### src/rtl/nibble_feeder_if.sv
// nibble_feeder_if: producer handshake and accumulator-side signals of nibble_feeder.
// The producer/consumer side uses the master modport; the feeder itself uses slave.
interface nibble_feeder_if #(
    parameter int DEPTH = 4
);
    localparam int LW = $clog2(DEPTH) + 1;

    logic [3:0]    InData;
    logic          InValid;
    logic          InReady;
    logic [3:0]    Data;
    logic          DataValid;
    logic          FrameDone;
    logic [LW-1:0] Level;

    modport master (
        output InData,
        output InValid,
        input  InReady,
        input  Data,
        input  DataValid,
        input  FrameDone,
        input  Level
    );

    modport slave (
        input  InData,
        input  InValid,
        output InReady,
        output Data,
        output DataValid,
        output FrameDone,
        output Level
    );
endinterface

### src/rtl/nibble_feeder.sv
// nibble_feeder: buffers 4-bit producer samples in a DEPTH-entry FIFO and issues
// one sample per cycle to a downstream accumulator, grouped in frames of FRAME_LEN
// samples with a one-cycle DONE gap (FrameDone pulse) after each frame.
// Optional build macro NIBBLE_FEEDER_HOLD_EN adds a Hold input that stalls issuing.
module nibble_feeder #(
    parameter int DEPTH     = 4,
    parameter int FRAME_LEN = 8
) (
    input  logic Clock,
    input  logic Reset,
`ifdef NIBBLE_FEEDER_HOLD_EN
    input  logic Hold,
`endif
    nibble_feeder_if.slave bus
);
    localparam int AW = $clog2(DEPTH);
    localparam int LW = $clog2(DEPTH) + 1;
    localparam logic [LW-1:0] LEVEL_FULL = LW'(DEPTH);
    localparam logic [7:0]    FL = 8'(FRAME_LEN);

    typedef enum logic [1:0] {
        IDLE = 2'd0,
        RUN  = 2'd1,
        DONE = 2'd2
    } state_t;

    state_t        state;
    logic [7:0]    cnt;
    logic [7:0]    cnt_inc;
    logic [3:0]    mem [DEPTH];
    logic [AW-1:0] wr_ptr;
    logic [AW-1:0] rd_ptr;
    logic [LW-1:0] level;
    logic          full;
    logic          empty;
    logic          hold_now;
    logic          push;
    logic          pop;
    logic [3:0]    data_q;
    logic          valid_q;
    logic          done_q;

`ifdef NIBBLE_FEEDER_HOLD_EN
    assign hold_now = Hold;
`else
    assign hold_now = 1'b0;
`endif

    assign full    = (level == LEVEL_FULL);
    assign empty   = (level == '0);
    assign push    = bus.InValid && !full;
    // Pop decision uses pre-edge occupancy, so a push into an empty FIFO is not
    // issued until the following edge.
    assign pop     = ((state == IDLE) || (state == RUN)) && !empty && !hold_now;
    assign cnt_inc = cnt + 8'd1;

    assign bus.InReady   = !full;
    assign bus.Level     = level;
    assign bus.Data      = data_q;
    assign bus.DataValid = valid_q;
    assign bus.FrameDone = done_q;

    // Sample storage; contents are don't-care until written, so no reset.
    always_ff @(posedge Clock) begin
        if (push) begin
            mem[wr_ptr] <= bus.InData;
        end
    end

    // Circular pointers and occupancy tracking.
    always_ff @(posedge Clock or negedge Reset) begin
        if (!Reset) begin
            wr_ptr <= '0;
            rd_ptr <= '0;
            level  <= '0;
        end else begin
            if (push) begin
                wr_ptr <= wr_ptr + AW'(1);
            end
            if (pop) begin
                rd_ptr <= rd_ptr + AW'(1);
            end
            unique case ({push, pop})
                2'b10:   level <= level + LW'(1);
                2'b01:   level <= level - LW'(1);
                default: level <= level;
            endcase
        end
    end

    // Frame FSM with registered Data/DataValid/FrameDone outputs.
    always_ff @(posedge Clock or negedge Reset) begin
        if (!Reset) begin
            state   <= IDLE;
            cnt     <= '0;
            data_q  <= '0;
            valid_q <= 1'b0;
            done_q  <= 1'b0;
        end else begin
            data_q  <= '0;
            valid_q <= 1'b0;
            done_q  <= 1'b0;
            unique case (state)
                IDLE, RUN: begin
                    if (pop) begin
                        data_q  <= mem[rd_ptr];
                        valid_q <= 1'b1;
                        // IDLE enters with cnt=0, so both states share the
                        // increment; FRAME_LEN=1 goes straight to DONE.
                        if (cnt_inc == FL) begin
                            state <= DONE;
                            cnt   <= '0;
                        end else begin
                            state <= RUN;
                            cnt   <= cnt_inc;
                        end
                    end
                end
                DONE: begin
                    done_q <= 1'b1;
                    cnt    <= '0;
                    state  <= empty ? IDLE : RUN;
                end
                default: begin
                    state <= IDLE;
                    cnt   <= '0;
                end
            endcase
        end
    end
endmodule

### src/flat_wrapper.sv
// flat-port wrapper written by rule: the top's interface ports become plain ports
module nibble_feeder_flat 
#(
    parameter int DEPTH     = 4,
    parameter int FRAME_LEN = 8
)
  (Clock, Reset, bus_InData, bus_InValid, bus_InReady, bus_Data, bus_DataValid, bus_FrameDone, bus_Level);
  nibble_feeder_if #(.DEPTH(DEPTH)) bus_i ();
  input  logic Clock;
  input  logic Reset;
  input wire logic [$bits(bus_i.InData)-1:0] bus_InData;
  input wire logic [$bits(bus_i.InValid)-1:0] bus_InValid;
  output wire logic [$bits(bus_i.InReady)-1:0] bus_InReady;
  output wire logic [$bits(bus_i.Data)-1:0] bus_Data;
  output wire logic [$bits(bus_i.DataValid)-1:0] bus_DataValid;
  output wire logic [$bits(bus_i.FrameDone)-1:0] bus_FrameDone;
  output wire logic [$bits(bus_i.Level)-1:0] bus_Level;
  assign bus_i.InData = bus_InData;
  assign bus_i.InValid = bus_InValid;
  assign bus_InReady = bus_i.InReady;
  assign bus_Data = bus_i.Data;
  assign bus_DataValid = bus_i.DataValid;
  assign bus_FrameDone = bus_i.FrameDone;
  assign bus_Level = bus_i.Level;
  nibble_feeder #(.DEPTH(DEPTH), .FRAME_LEN(FRAME_LEN)) u_core (.Clock(Clock), .Reset(Reset), .bus(bus_i));
endmodule
### config.mk
export PLATFORM = sky130hd
export DESIGN_NAME = nibble_feeder_flat
export DESIGN_NICKNAME = d
export VERILOG_FILES = /design/src/rtl/nibble_feeder_if.sv /design/src/rtl/nibble_feeder.sv /design/src/flat_wrapper.sv
export SDC_FILE = /design/constraint.sdc
export NUM_CORES = 1
export LEC_CHECK = 0
export ABC_AREA = 1
export CORE_MARGIN = 3
export CORE_UTILIZATION = 40
export CTS_BUF_LIST = sky130_fd_sc_hd__clkbuf_8
export CTS_CLUSTER_SIZE = 24
export DETAILED_ROUTE_END_ITERATION = 8
export PLACE_DENSITY = 0.59
export SYNTH_ARGS = -nofsm -noshare
export SYNTH_HDL_FRONTEND = slang
export SYNTH_SLANG_ARGS = --single-unit
### constraint.sdc
create_clock -name Clock -period 4.2 [get_ports Clock]
set_input_delay 1.26 -clock Clock [delete_from_list [all_inputs] [get_ports Clock]]
set_output_delay 1.26 -clock Clock [all_outputs]
set_load 0.005 [all_outputs]
==> impl_metrics.env, run 1 <==
export IMPL_required_ns=4.36
export IMPL_finalSetupTns_ns=0
export IMPL_wl_per_cell_microns=12.2
export IMPL_holdPathStages=1
export IMPL_drtAntennaViolNets=0
export IMPL_ys_seq_elements=39
export IMPL_num_rows=23
export IMPL_hold_viol_final=0
export IMPL_period_needed_ns=2.77
export IMPL_antenna_found_initial=0
export IMPL_synth_area_sq_um=1720
export IMPL_status="complete, no violations"
export IMPL_htreeDepth=2
export IMPL_clock_latency_ns=0.28
export IMPL_power_density_nw_per_um2=685
export IMPL_p_leak_nw=0.857
export IMPL_crit_fanout=8
export IMPL_grt_remaining_overflow=0
export IMPL_vias=1164
export IMPL_post_route_period_util_pct=66.0
export IMPL_cts_setup_buffers=0
export IMPL_rsz0062_at_grt="false"
export IMPL_yosysTopAreaCellShare_pct=33.4
export IMPL_final_layout_size_suffix_gt1_share_pct=6.63
export IMPL_path_clk_slew_ns=0.07
export IMPL_max_slew_margin_pct=32.2
export IMPL_setup_viol=0
export IMPL_reg2reg_slack_ns=2.16
export IMPL_nets=209
export IMPL_synth_top_area_cell="dfrtp_1"
export IMPL_hp_start="u_core.state[0]"
export IMPL_syn_inst=173
export IMPL_cts_num_sinks=39
export IMPL_max_freq_mhz=361
export IMPL_holdWs_ns=0.434
export IMPL_synth_main_ff_cell="dfrtp_1"
export IMPL_fin_skew_ns=0.00703
export IMPL_peakVddDrop_uv=377
export IMPL_post_place_ws_ns=1.14
export IMPL_grt_total_usage_pct=13.2
export IMPL_hold_path_endpoint="u_core.bus.FrameDone"
export IMPL_setup_slack_ns=1.43
export IMPL_slew_viol_final=0
export IMPL_synthToLayoutAreaGrowth_pct=17.4
export IMPL_dr_first_iter_drc_count=55
export IMPL_routed_via_density=4.73
export IMPL_core_area_sq_um=4090
export IMPL_cts_hold_buffers=0
export IMPL_cts_tree="built"
export IMPL_ctsResizeCount=0
export IMPL_ios=17
export IMPL_synth_edff_count=16
export IMPL_diodes=0
export IMPL_syn_area_per_cell_sq_um=9.96
export IMPL_fillers=371
export IMPL_synth_nets=187
export IMPL_timing_rr_start="u_core.bus.Level[0]"
export IMPL_criticalPathCategory="input pin to register"
export IMPL_fin_area_sq_um=2020
export IMPL_grt_max_degree=24
export IMPL_yosysSeqAreaShare_pct=61.3
export IMPL_die_h_microns=71.6
export IMPL_port_buffers=16
export IMPL_die_w_microns=71.6
export IMPL_wl_microns=3000
export IMPL_post_synth_num_cell_types=20
export IMPL_worstPathArrival_ns=2.93
export IMPL_drcViolationCount=0
export IMPL_die_area_sq_um=5130
export IMPL_place_congestion=0.831
export IMPL_initial_utilization_pct=42.2
export IMPL_r2r_end="u_core.bus.Level[2]"
export IMPL_rr_worst_depth=10
export IMPL_post_route_util_pct=49.5
export IMPL_max_slew_worst_pin_slew_ns=1.01
export IMPL_clk_path_buf_depth=2
export IMPL_maxCapViolCount=0
export IMPL_hpwl_microns=2210
export IMPL_grt_pass1_vias=1210
export IMPL_grt_pass1_wl_microns=5240
export IMPL_ctsRootBufferMaster="clkbuf_8"
export IMPL_finalNonFillerCells=246
export IMPL_synth_most_common_cell="nor2_1"
export IMPL_dr_pass1_iters=4
export IMPL_end_kind="register"
export IMPL_cp_start_kind="input pin"
export IMPL_ys_top_cells_by_area="dfrtp_1 33%, edfxtp_1 28%, nor2_1 7.2%"
export IMPL_hold_path_class="register to register"
export IMPL_postSynth_asyncResetShare_pct=59.0
export IMPL_yosys_warnings=0
export IMPL_place_inst=238
export IMPL_placed_area_sq_um=1940
export IMPL_power_mw=1.39
export IMPL_numCtsBuffers=5
export IMPL_synth_top_cells_by_count="33 x nor2_1, 27 x nand2_1, 23 x dfrtp_1"
## cell usage in the layout, fill, tap and decap left out, types with 2 or more instances in the layout
master,instances
a21oi_1,6
clkbuf_8,5
clkdlybuf4s50_1,16
dfrtp_1,23
edfxtp_1,16
ha_1,6
inv_1,22
nand2_1,27
nand2_2,2
nand3_1,9
nand3_2,2
nor2_1,33
nor2_2,2
o21ai_0,11
o21ai_1,5
xor2_1,5
## routing by layer
metal  track usage, %  wire length [microns]
met5                0                      0
met4             5.01                     37
met3             4.63                    159
met2             20.8                   1360
met1             16.8                   1440
## critical path: stages
cell and delay (ns):
clkdlybuf4s50_1 0.39, nand2_1 0.23, ha_1 0.21, inv_1 0.07, fa_1 0.38, a21oi_1 0.14
o21ai_0 0.11, xor2_1 0.15
## logic make-up (layout without fill, tap and decap cells)
logic type                 after synthesis  after routing  share of synthesized area (%)
buffers and inverters                   23             46                           5.08
and+or+nand+nor                         75             75                           18.3
adders and majority gates                7              7                           5.52
AOI/OAI and AO/OA                       23             23                           6.75
DFF                                     39             39                           61.3
xor gates and xnor gates                 6              6                           3.05
## where the power goes
group | switching [mW] | total (mW) | internal [mW]
logic | 0.301 | 0.535 | 0.234
clock network | 0.120 | 0.232 | 0.112
registers | 0.0924 | 0.619 | 0.526
## state kept, by name (all words and copies together) (netlist names)
register	cells
u_core.rd_ptr	2
u_core.cnt	8
u_core.bus.Data	4
u_core.bus.FrameDone	1
u_core.bus.DataValid	1
u_core.mem	16
u_core.bus.Level	3
u_core.state	2
u_core.wr_ptr	2
## final cells by class
type	instances	area, sq um	share of cell area [%]
multi-input cells	111	579	28.7
inverters	22	82.6	4.08
repair buffers	16	160	7.92
clock inverters	3	12.5	0.619
flip-flops and latches	39	1060	52.2
clock buffers	5	68.8	3.40
well taps	50	62.6	3.09
## worst max-delay path by stage
stage	to	slack, ns	startpoint	cells past startpoint
6_report	u_core.bus.Level[2]	1.43	bus_InValid	8
3_5_place_dp	u_core.bus.Level[2]	1.14	bus_InValid	8
2_1_floorplan	u_core.bus.Level[2]	1.68	bus_InValid	7
3_3_place_gp	u_core.bus.Level[2]	1.19	bus_InValid	8
4_1_cts	u_core.bus.Level[2]	1.44	bus_InValid	8
5_1_grt	u_core.bus.Level[2]	1.31	bus_InValid	8
Note: power is estimated with default switching activity, not from simulation.
==> run 2, diff against run 1 <==
PLACE_DENSITY = 0.62   (was 0.59)
clock period = 2.35 ns   (was 4.2 ns; I/O delays follow)
==> run 2 against run 1 <==
  * Clock skew fell by 0.0041 ns
  * Utilization rose by 0.34 points
  * Wire length rose by 0.63%
  * Worst hold slack improved by 0.0021 ns
  * Combinational power rose by 82%
  * Global-route usage rose by 0.097 points
  * Sequential power rose by 78%
  * Final cell count rose by 0.81%
  * Register-to-register slack got worse by 1.9 ns
  * Count of clock-buffer cells in the layout did not move
  * Critical endpoint unchanged
  * Highest routed layer unchanged
==> impl_metrics.env, run 2 (synthesized netlist as in run 1, its figures left out) <==
export IMPL_diodes=0
export IMPL_rsz0062_at_grt="false"
export IMPL_grt_pass1_wl_microns=5210
export IMPL_dr_first_iter_drc_count=63
export IMPL_peakVddDrop_uv=555
export IMPL_place_congestion=0.782
export IMPL_hp_start="u_core.state[0]"
export IMPL_routed_via_density=4.84
export IMPL_hold_path_class="register to register"
export IMPL_numCtsBuffers=5
export IMPL_final_layout_size_suffix_gt1_share_pct=7.07
export IMPL_maxCapViolCount=0
export IMPL_cts_tree="built"
export IMPL_criticalPathCategory="input pin to register"
export IMPL_max_slew_margin_pct=75.4
export IMPL_period_needed_ns=2.12
export IMPL_final_cell_mix="33 x nor2_1, 27 x nand2_1, 23 x dfrtp_1, 21 x inv_1"
export IMPL_max_slew_worst_pin_slew_ns=0.368
export IMPL_worstPathArrival_ns=2.27
export IMPL_power_density_nw_per_um2=1220
export IMPL_htreeDepth=2
export IMPL_ctsResizeCount=0
export IMPL_fin_skew_ns=0.00295
export IMPL_antenna_found_initial=0
export IMPL_clock_latency_ns=0.28
export IMPL_grt_pass1_vias=1189
export IMPL_ios=17
export IMPL_nets=211
export IMPL_vias=1201
export IMPL_cts_num_sinks=39
export IMPL_placed_area_sq_um=1960
export IMPL_path_clk_slew_ns=0.07
export IMPL_power_mw=2.48
export IMPL_max_freq_mhz=472
export IMPL_wl_per_cell_microns=12.2
export IMPL_final_common_cell="nor2_1"
export IMPL_synthToLayoutAreaGrowth_pct=18.2
export IMPL_grt_remaining_overflow=0
export IMPL_setup_slack_ns=0.233
export IMPL_cts_setup_buffers=0
export IMPL_setup_viol=0
export IMPL_hpwl_microns=2210
export IMPL_port_buffers=16
export IMPL_drtAntennaViolNets=0
export IMPL_drcViolationCount=0
export IMPL_hold_viol_final=0
export IMPL_p_leak_nw=0.861
export IMPL_largest_reg_flops=16
export IMPL_die_w_microns=71.6
export IMPL_die_area_sq_um=5130
export IMPL_post_route_period_util_pct=90.1
export IMPL_fin_area_sq_um=2040
export IMPL_core_area_sq_um=4090
export IMPL_crit_fanout=3
export IMPL_ctsRootBufferMaster="clkbuf_8"
export IMPL_dr_pass1_iters=4
export IMPL_finalNonFillerCells=248
export IMPL_end_kind="register"
export IMPL_crit_start="bus_InValid"
export IMPL_holdWs_ns=0.436
export IMPL_required_ns=2.50
export IMPL_place_inst=240
export IMPL_slew_viol_final=0
export IMPL_fillers=405
export IMPL_wl_microns=3020
export IMPL_grt_max_degree=24
export IMPL_initial_utilization_pct=42.2
export IMPL_grt_total_usage_pct=13.3
export IMPL_largest_register="u_core.mem"
export IMPL_clk_path_buf_depth=2
export IMPL_cp_start_kind="input pin"
export IMPL_post_place_ws_ns=-0.0633
export IMPL_die_h_microns=71.6
export IMPL_num_rows=23
export IMPL_timing_rr_start="u_core.bus.Level[1]"
export IMPL_status="complete, no violations"
export IMPL_cts_hold_buffers=0
==> run 2: changes by cell type in the layout (fill, tap and decap cells not counted), sizes merged <==
cell    change
buf         +2
inv         -1
clkinv      +1
==> run 2: worst paths after layout <==
kind / endpoint / cells past startpoint / slack (ns)
min in group asynchronous: u_core.cnt[6] / 2 / 0.79
hold / removal: u_core.bus.FrameDone / 1 / 0.44
setup reg to reg: u_core.bus.Level[2] / 10 / 0.26
setup / recovery: u_core.bus.Level[2] / 8 / 0.23
max in group asynchronous: u_core.wr_ptr[1] / 2 / 1.33
hold reg to reg: u_core.bus.FrameDone / 1 / 0.44
==> run 2: cell type report <==
type                            instances  area, sq um  share of cell area [%]
Sequential cell                        39         1060                    51.9
Multi-Input combinational cell        111          579                    28.5
Timing Repair Buffer                   18          175                    8.60
Inverter                               22         82.6                    4.06
Clock buffer                            5         68.8                    3.38
Tap cell                               50         62.6                    3.07
Clock inverter                          3         11.3                   0.553
==> run 2: metrics by stage <==
step | util, % | setup TNS [ns]
2_1_floorplan | - | 0
3_5_place_dp | 47.9 | -0.0633
5_1_grt | 49.8 | 0
3_3_place_gp | 47.9 | 0
6_report | 49.8 | 0
4_1_cts | 49.8 | 0
==> run 2: critical path, cell delays in order <==
cell             delay [ns]
clkdlybuf4s50_1        0.41
nand2_1                0.11
ha_1                   0.17
inv_1                  0.07
fa_1                   0.37
a21oi_1                0.14
o21ai_0                0.12
xor2_1                 0.16
==> run 2: metal layers <==
layer	up-vias	track usage, %	share of wire, %
li1	602	-	-
met1	573	16.4	45
met2	19	22.0	49
met3	7	3.51	4.0
met4	0	5.64	1.9
met5	-	0	0
==> run 2: power by group <==
group,total [mW],switching (mW),internal [mW]
logic,0.975,0.554,0.421
registers,1.10,0.164,0.940
clock network,0.403,0.206,0.198
total,2.48,0.923,1.56
